==> src/rtl/csr_access_ctrl.sv <==
// Zicsr read-modify-write sequencer between the execute stage and the CSR file.
// Each accepted request makes at most one write, and flush or reset stops any write that has not yet been issued.
module csr_access_ctrl #(
  parameter int XLEN   = 64,
  parameter int ADDR_W = 12
) (
  input  logic              clk,
  input  logic              rst,
  input  logic              req_valid_i,
  output logic              req_ready_o,
  input  logic [2:0]        req_op_i,
  input  logic [ADDR_W-1:0] req_addr_i,
  input  logic [XLEN-1:0]   req_src_i,
  input  logic              req_src_zero_i,
  output logic              rsp_valid_o,
  input  logic              rsp_ready_i,
  output logic [XLEN-1:0]   rsp_rdata_o,
  output logic              rsp_illegal_o,
  output logic [ADDR_W-1:0] csr_raddr_o,
  input  logic [XLEN-1:0]   csr_rdata_i,
  output logic [ADDR_W-1:0] csr_waddr_o,
  output logic [XLEN-1:0]   csr_wdata_o,
  output logic              csr_web_o,
  input  logic              flush_i,
  output logic              busy_o
);

  typedef enum logic [1:0] {IDLE, READ, WRITE, RESP} state_t;
  // funct3[1:0] selects the operation; funct3[2] only marks the immediate form.
  typedef enum logic [1:0] {OP_NONE, OP_W, OP_S, OP_C} op_kind_t;

  state_t            r_state;
  state_t            w_next_state;
  op_kind_t          r_kind;
  logic [ADDR_W-1:0] r_addr;
  logic [XLEN-1:0]   r_src;
  logic              r_src_zero;
  logic              r_illegal;
  logic [XLEN-1:0]   r_old;
  logic [XLEN-1:0]   r_new;

  logic              w_accept;
  logic              w_req_wr_intent;
  logic              w_req_illegal;
  logic              w_wr_pending;
  logic [XLEN-1:0]   w_new;

  assign w_accept        = (r_state == IDLE) && req_valid_i && !flush_i;
  assign w_req_wr_intent = (req_op_i[1:0] == 2'b01) || !req_src_zero_i;
  // The top two address bits equal to 2'b11 mark a read-only CSR.
  assign w_req_illegal   = (req_op_i == 3'd0) || (req_op_i == 3'd4) ||
                           ((req_addr_i[ADDR_W-1 -: 2] == 2'b11) && w_req_wr_intent);
  assign w_wr_pending    = (r_kind == OP_W) || !r_src_zero;

  always_comb begin
    unique case (r_kind)
      OP_S:    w_new = csr_rdata_i | r_src;
      OP_C:    w_new = csr_rdata_i & ~r_src;
      default: w_new = r_src;
    endcase
  end

  // NOTE: registers update only with non-blocking assignments, and reset is sampled only on the clock edge.
  always_ff @(posedge clk) begin
    if (rst) r_state <= IDLE;
    else     r_state <= w_next_state;
  end

  // NOTE: assign the default first so that no path leaves the signal unassigned and no latch is inferred.
  always_comb begin
    w_next_state = r_state;
    unique case (r_state)
      IDLE:    if (w_accept) w_next_state = w_req_illegal ? RESP : READ;
      READ:    w_next_state = w_wr_pending ? WRITE : RESP;
      WRITE:   w_next_state = RESP;
      RESP:    if (rsp_ready_i) w_next_state = IDLE;
      default: w_next_state = IDLE;
    endcase
    if (flush_i && (r_state != IDLE)) w_next_state = IDLE;
  end

  always_ff @(posedge clk) begin
    if (rst) begin
      r_kind     <= OP_NONE;
      r_addr     <= '0;
      r_src      <= '0;
      r_src_zero <= 1'b0;
      r_illegal  <= 1'b0;
      r_old      <= '0;
      r_new      <= '0;
    end else begin
      if (w_accept) begin
        r_kind     <= op_kind_t'(req_op_i[1:0]);
        r_addr     <= req_addr_i;
        r_src      <= req_src_i;
        r_src_zero <= req_src_zero_i;
        r_illegal  <= w_req_illegal;
        r_old      <= '0;
        r_new      <= '0;
      end
      if (r_state == READ) begin
        r_old <= csr_rdata_i;
        r_new <= w_new;
      end
    end
  end

  // Flush and reset mask the write strobe in the same cycle, so a trap entry in the CSR file never collides with it.
  always_comb begin
    req_ready_o   = 1'b0;
    rsp_valid_o   = 1'b0;
    rsp_rdata_o   = '0;
    rsp_illegal_o = 1'b0;
    csr_raddr_o   = '0;
    csr_waddr_o   = '0;
    csr_wdata_o   = '0;
    csr_web_o     = 1'b0;
    unique case (r_state)
      IDLE:  req_ready_o = !flush_i;
      READ:  csr_raddr_o = r_addr;
      WRITE: begin
        csr_raddr_o = r_addr;
        csr_waddr_o = r_addr;
        csr_wdata_o = r_new;
        csr_web_o   = !flush_i && !rst;
      end
      RESP: begin
        rsp_valid_o   = !flush_i;
        rsp_rdata_o   = r_old;
        rsp_illegal_o = r_illegal;
      end
      default: ;
    endcase
  end

  assign busy_o = (r_state != IDLE);

endmodule

==> config.mk <==
export PLATFORM = sky130hd
export DESIGN_NAME = csr_access_ctrl
export DESIGN_NICKNAME = d
export VERILOG_FILES = /design/src/rtl/csr_access_ctrl.sv
export SDC_FILE = /design/constraint.sdc
export NUM_CORES = 1
export LEC_CHECK = 0
export CAP_MARGIN = 10
export CORE_AREA = 5 5 176 127
export DETAILED_ROUTE_END_ITERATION = 16
export DIE_AREA = 0 0 181 132
export PLACE_DENSITY = 0.89
export SETUP_SLACK_MARGIN = 0.02
export SLEW_MARGIN = 20
export SYNTH_ARGS = -nofsm -noshare
export SYNTH_HDL_FRONTEND = slang
export SYNTH_SLANG_ARGS = --single-unit
==> constraint.sdc <==
create_clock -name clk -period 1.9 [get_ports clk]
set_clock_uncertainty 0.05 [all_clocks]
set_input_delay 0.19 -clock clk [delete_from_list [all_inputs] [get_ports clk]]
set_output_delay 0.19 -clock clk [all_outputs]
set_load 0.02 [all_outputs]
==> results.json <==
{
  "core_mm2": 0.0204,
  "fillers": 1489,
  "globalplace.congestion": 0.823,
  "min_from": "req_src_i[29]",
  "syn_nets": 1325,
  "die_h_um": 132,
  "pin_count": 306,
  "drc": 0,
  "synth.area.top_cells": "dfxtp_1 (46%), a21oi_1 (12%), nand2_1 (11%)",
  "final_net_count": 1624,
  "cap_violations": 0,
  "slew_violations": 0,
  "fin_util_pct": 71.3,
  "period_minus_slack_ns": 2.04,
  "clkTransAtPathRegs_ns": 0.06,
  "worstSetupStartpoint": "r_state[0]",
  "grt.total_usage_pct": 24.6,
  "cp-end-kind": "output port",
  "rsz0062_at_grt": "yes",
  "async_flop_share_pct": 0,
  "synthCells": 1172,
  "vias": 9593,
  "grt_pass1_wl_mm": 48.6,
  "synth_seq_cells": 210,
  "yosys_warnings": 0,
  "worstPathRequired_ns": 1.66,
  "worstPathMaxFanout": 7,
  "finalSetupViolCount": 104,
  "reg2reg_depth": 7,
  "p_leak_nw": 5.94,
  "arrival_ns": 1.80,
  "cts_tree": "built",
  "cts_root_buf": "clkbuf_16",
  "drive_above_1_share_pct": 28.1,
  "clkLatencyLatePin_ns": 0.50,
  "grt_max_degree": 83,
  "drtAntennaViolNets": 0,
  "clockBufferDepth": 3,
  "syn_avg_cell_area_um2": 7.86,
  "dp.cells": 1689,
  "synthFlopType": "dfxtp_1",
  "r2r_end": "r_new[61]",
  "hold_viol_final": 0,
  "synth.distinct_cells": 24,
  "seqCellArea_mm2": 0.00421,
  "port_buffers": 304,
  "hold_slack_ns": 0.176,
  "die_width_um": 181,
  "ys_seq_area_share_pct": 45.7,
  "multi_input_area_mm2": 0.00497,
  "violations": "negative setup slack",
  "reg2reg_slack_ns": 0.15,
  "tightest_slew_ns": 0.644,
  "dr.pass1.iters": 5,
  "outcome": "finished with violations",
  "holdPathStages": 3,
  "htree_levels": 1,
  "wirelength_mm": 34.7,
  "netlist.area_leader.share_pct": 45.7,
  "powerDensity_mw_per_mm2": 958,
  "r2r_start": "r_state[1]",
  "synth_common_cells": "nand2_1 (280), a21oi_1 (213), dfxtp_1 (210)",
  "num_rows": 44,
  "grt_pass1_vias": 8954,
  "dieArea_mm2": 0.0239,
  "crit_type": "flip-flop to output port",
  "hpwl_mm": 20.5,
  "period_share_pct": 108,
  "overflow": 0,
  "fmaxAchievable_mhz": 489,
  "cts_buffers": 22,
  "via_per_inst": 5.44,
  "yosys.area.top_type": "dfxtp_1",
  "antennaDiodeCount": 0,
  "syn_area_mm2": 0.00921,
  "antenna_found_initial": 0,
  "clock_sinks": 210,
  "final_cells": 1762,
  "relSlewSlack_pct": 57.1,
  "yosysMostFrequentCell": "nand2_1",
  "hp-class": "primary input to flip-flop",
  "start_util_pct": 45.1,
  "area_growth_pct": 58.2,
  "wl_per_cell_um": 19.7,
  "min_to": "r_src[29]",
  "drt-initial-drc-count": 728,
  "worst_slack_ns": -0.144,
  "ir_worst_vdd_uv": 593,
  "synth_edf_count": 0,
  "cp-start-kind": "flip-flop"
}
## per-layer routing
| metal | wire length (um) | global-route usage (%) | share of wire, % | up-vias |
|---|---|---|---|---|
| met5 | 0 | 0 | 0 | - |
| met4 | 1160 | 7.96 | 3.3 | 0 |
| met3 | 3190 | 7.23 | 9.2 | 82 |
| met2 | 15900 | 40.0 | 46 | 454 |
| met1 | 14500 | 31.8 | 42 | 4557 |
| li1 | - | - | - | 4500 |
## layout make-up
cell class	count	share of cell area [%]
Clock buffer	35	4.81
Clock inverter	4	0.180
Inverter	4	0.137
Multi-Input combinational cell	861	34.1
Sequential cell	210	28.9
Tap cell	276	2.37
Timing Repair Buffer	372	29.5
## placed cells by master, fill, tap and decap left out, drive strengths merged
cell           synthesis  layout
nor3b                  1       1
a21oi                213     213
nand2b                 2       2
o21ai                 28      28
clkbuf                67      47
clkinvlp               0       1
clkinv                 0       3
a211oi                39      39
nor2b                  2       2
dfxtp                210     210
nor2                  31      31
clkdlybuf4s50          0     146
dlygate4sd3            0       1
buf                   30     212
a21o                  37      37
ha                     4       4
nor3                   1       1
nand2                280     280
o31ai                  1       1
nand3b                65      65
or3                    1       1
and3b                  1       1
inv                    4       4
clkdlybuf4s15          0       1
a2bb2oi                1       1
and2                 154     154
## worst max-delay path, stage by stage (launching register included)
cell and delay, ns:
dfxtp_4 0.38, inv_4 0.05, ha_4 0.16, buf_6 0.13, buf_12 0.12, buf_6 0.13
and2_1 0.18, buf_6 0.14
## state kept, by name, indices dropped and copies added, names as in the netlist
register and count:
r_illegal 1, r_src_zero 1, r_old 64, r_src 64, r_addr 12, r_state 2, r_kind 2, r_new 64
## logic make-up (layout without fill, tap and decap cells)
family,count (synthesis),count (layout),share of synthesized area [%]
adder cells (fa/ha/maj),4,4,0.544
AND/OR/NAND/NOR,538,538,29.1
buffers and inverters,101,415,4.86
flip-flops,210,210,45.7
AO/OA/AOI/OAI,319,319,19.8
## where the power goes
group	switching [mW]	total, mW	internal, mW
sequential	0.318	5.18	4.86
clock	1.78	4.30	2.53
combinational	2.38	4.47	2.08
total	4.48	14.0	9.47
## how the worst max path moves through the flow
stage	endpoint	slack, ns	cells after the start
2_1_floorplan	r_new[29]	0.18	8
3_3_place_gp	csr_raddr_o[3]	-0.04	4
3_5_place_dp	csr_web_o	-0.11	5
4_1_cts	rsp_rdata_o[12]	-0.14	5
5_1_grt	csr_wdata_o[40]	-0.19	7
6_report	csr_wdata_o[40]	-0.14	7
## through the flow
stage / worst slack [ns] / instance area [um^2] / power (mW) / setup TNS (ns)
6_report: -0.144 / 14600 / 14.0 / -5.00
5_1_grt: -0.189 / 14600 / 14.5 / -10.56
4_1_cts: -0.138 / 13500 / 13.1 / -9.50
3_5_place_dp: -0.115 / 12600 / 8.47 / -0.804
3_3_place_gp: -0.0372 / 12600 / 8.36 / -0.382
2_1_floorplan: 0.178 / 9210 / 7.04 / 0
## repair_timing
item,4_1_cts,5_1_grt
endpoints found under the setup margin,157,157
setup buffers,4,11
resized for setup,594,497
cloned,4,15
pin swaps,3,91
hold buffers,1,0
hold endpoints to repair,7,0
(Power assumes the default switching activity.)
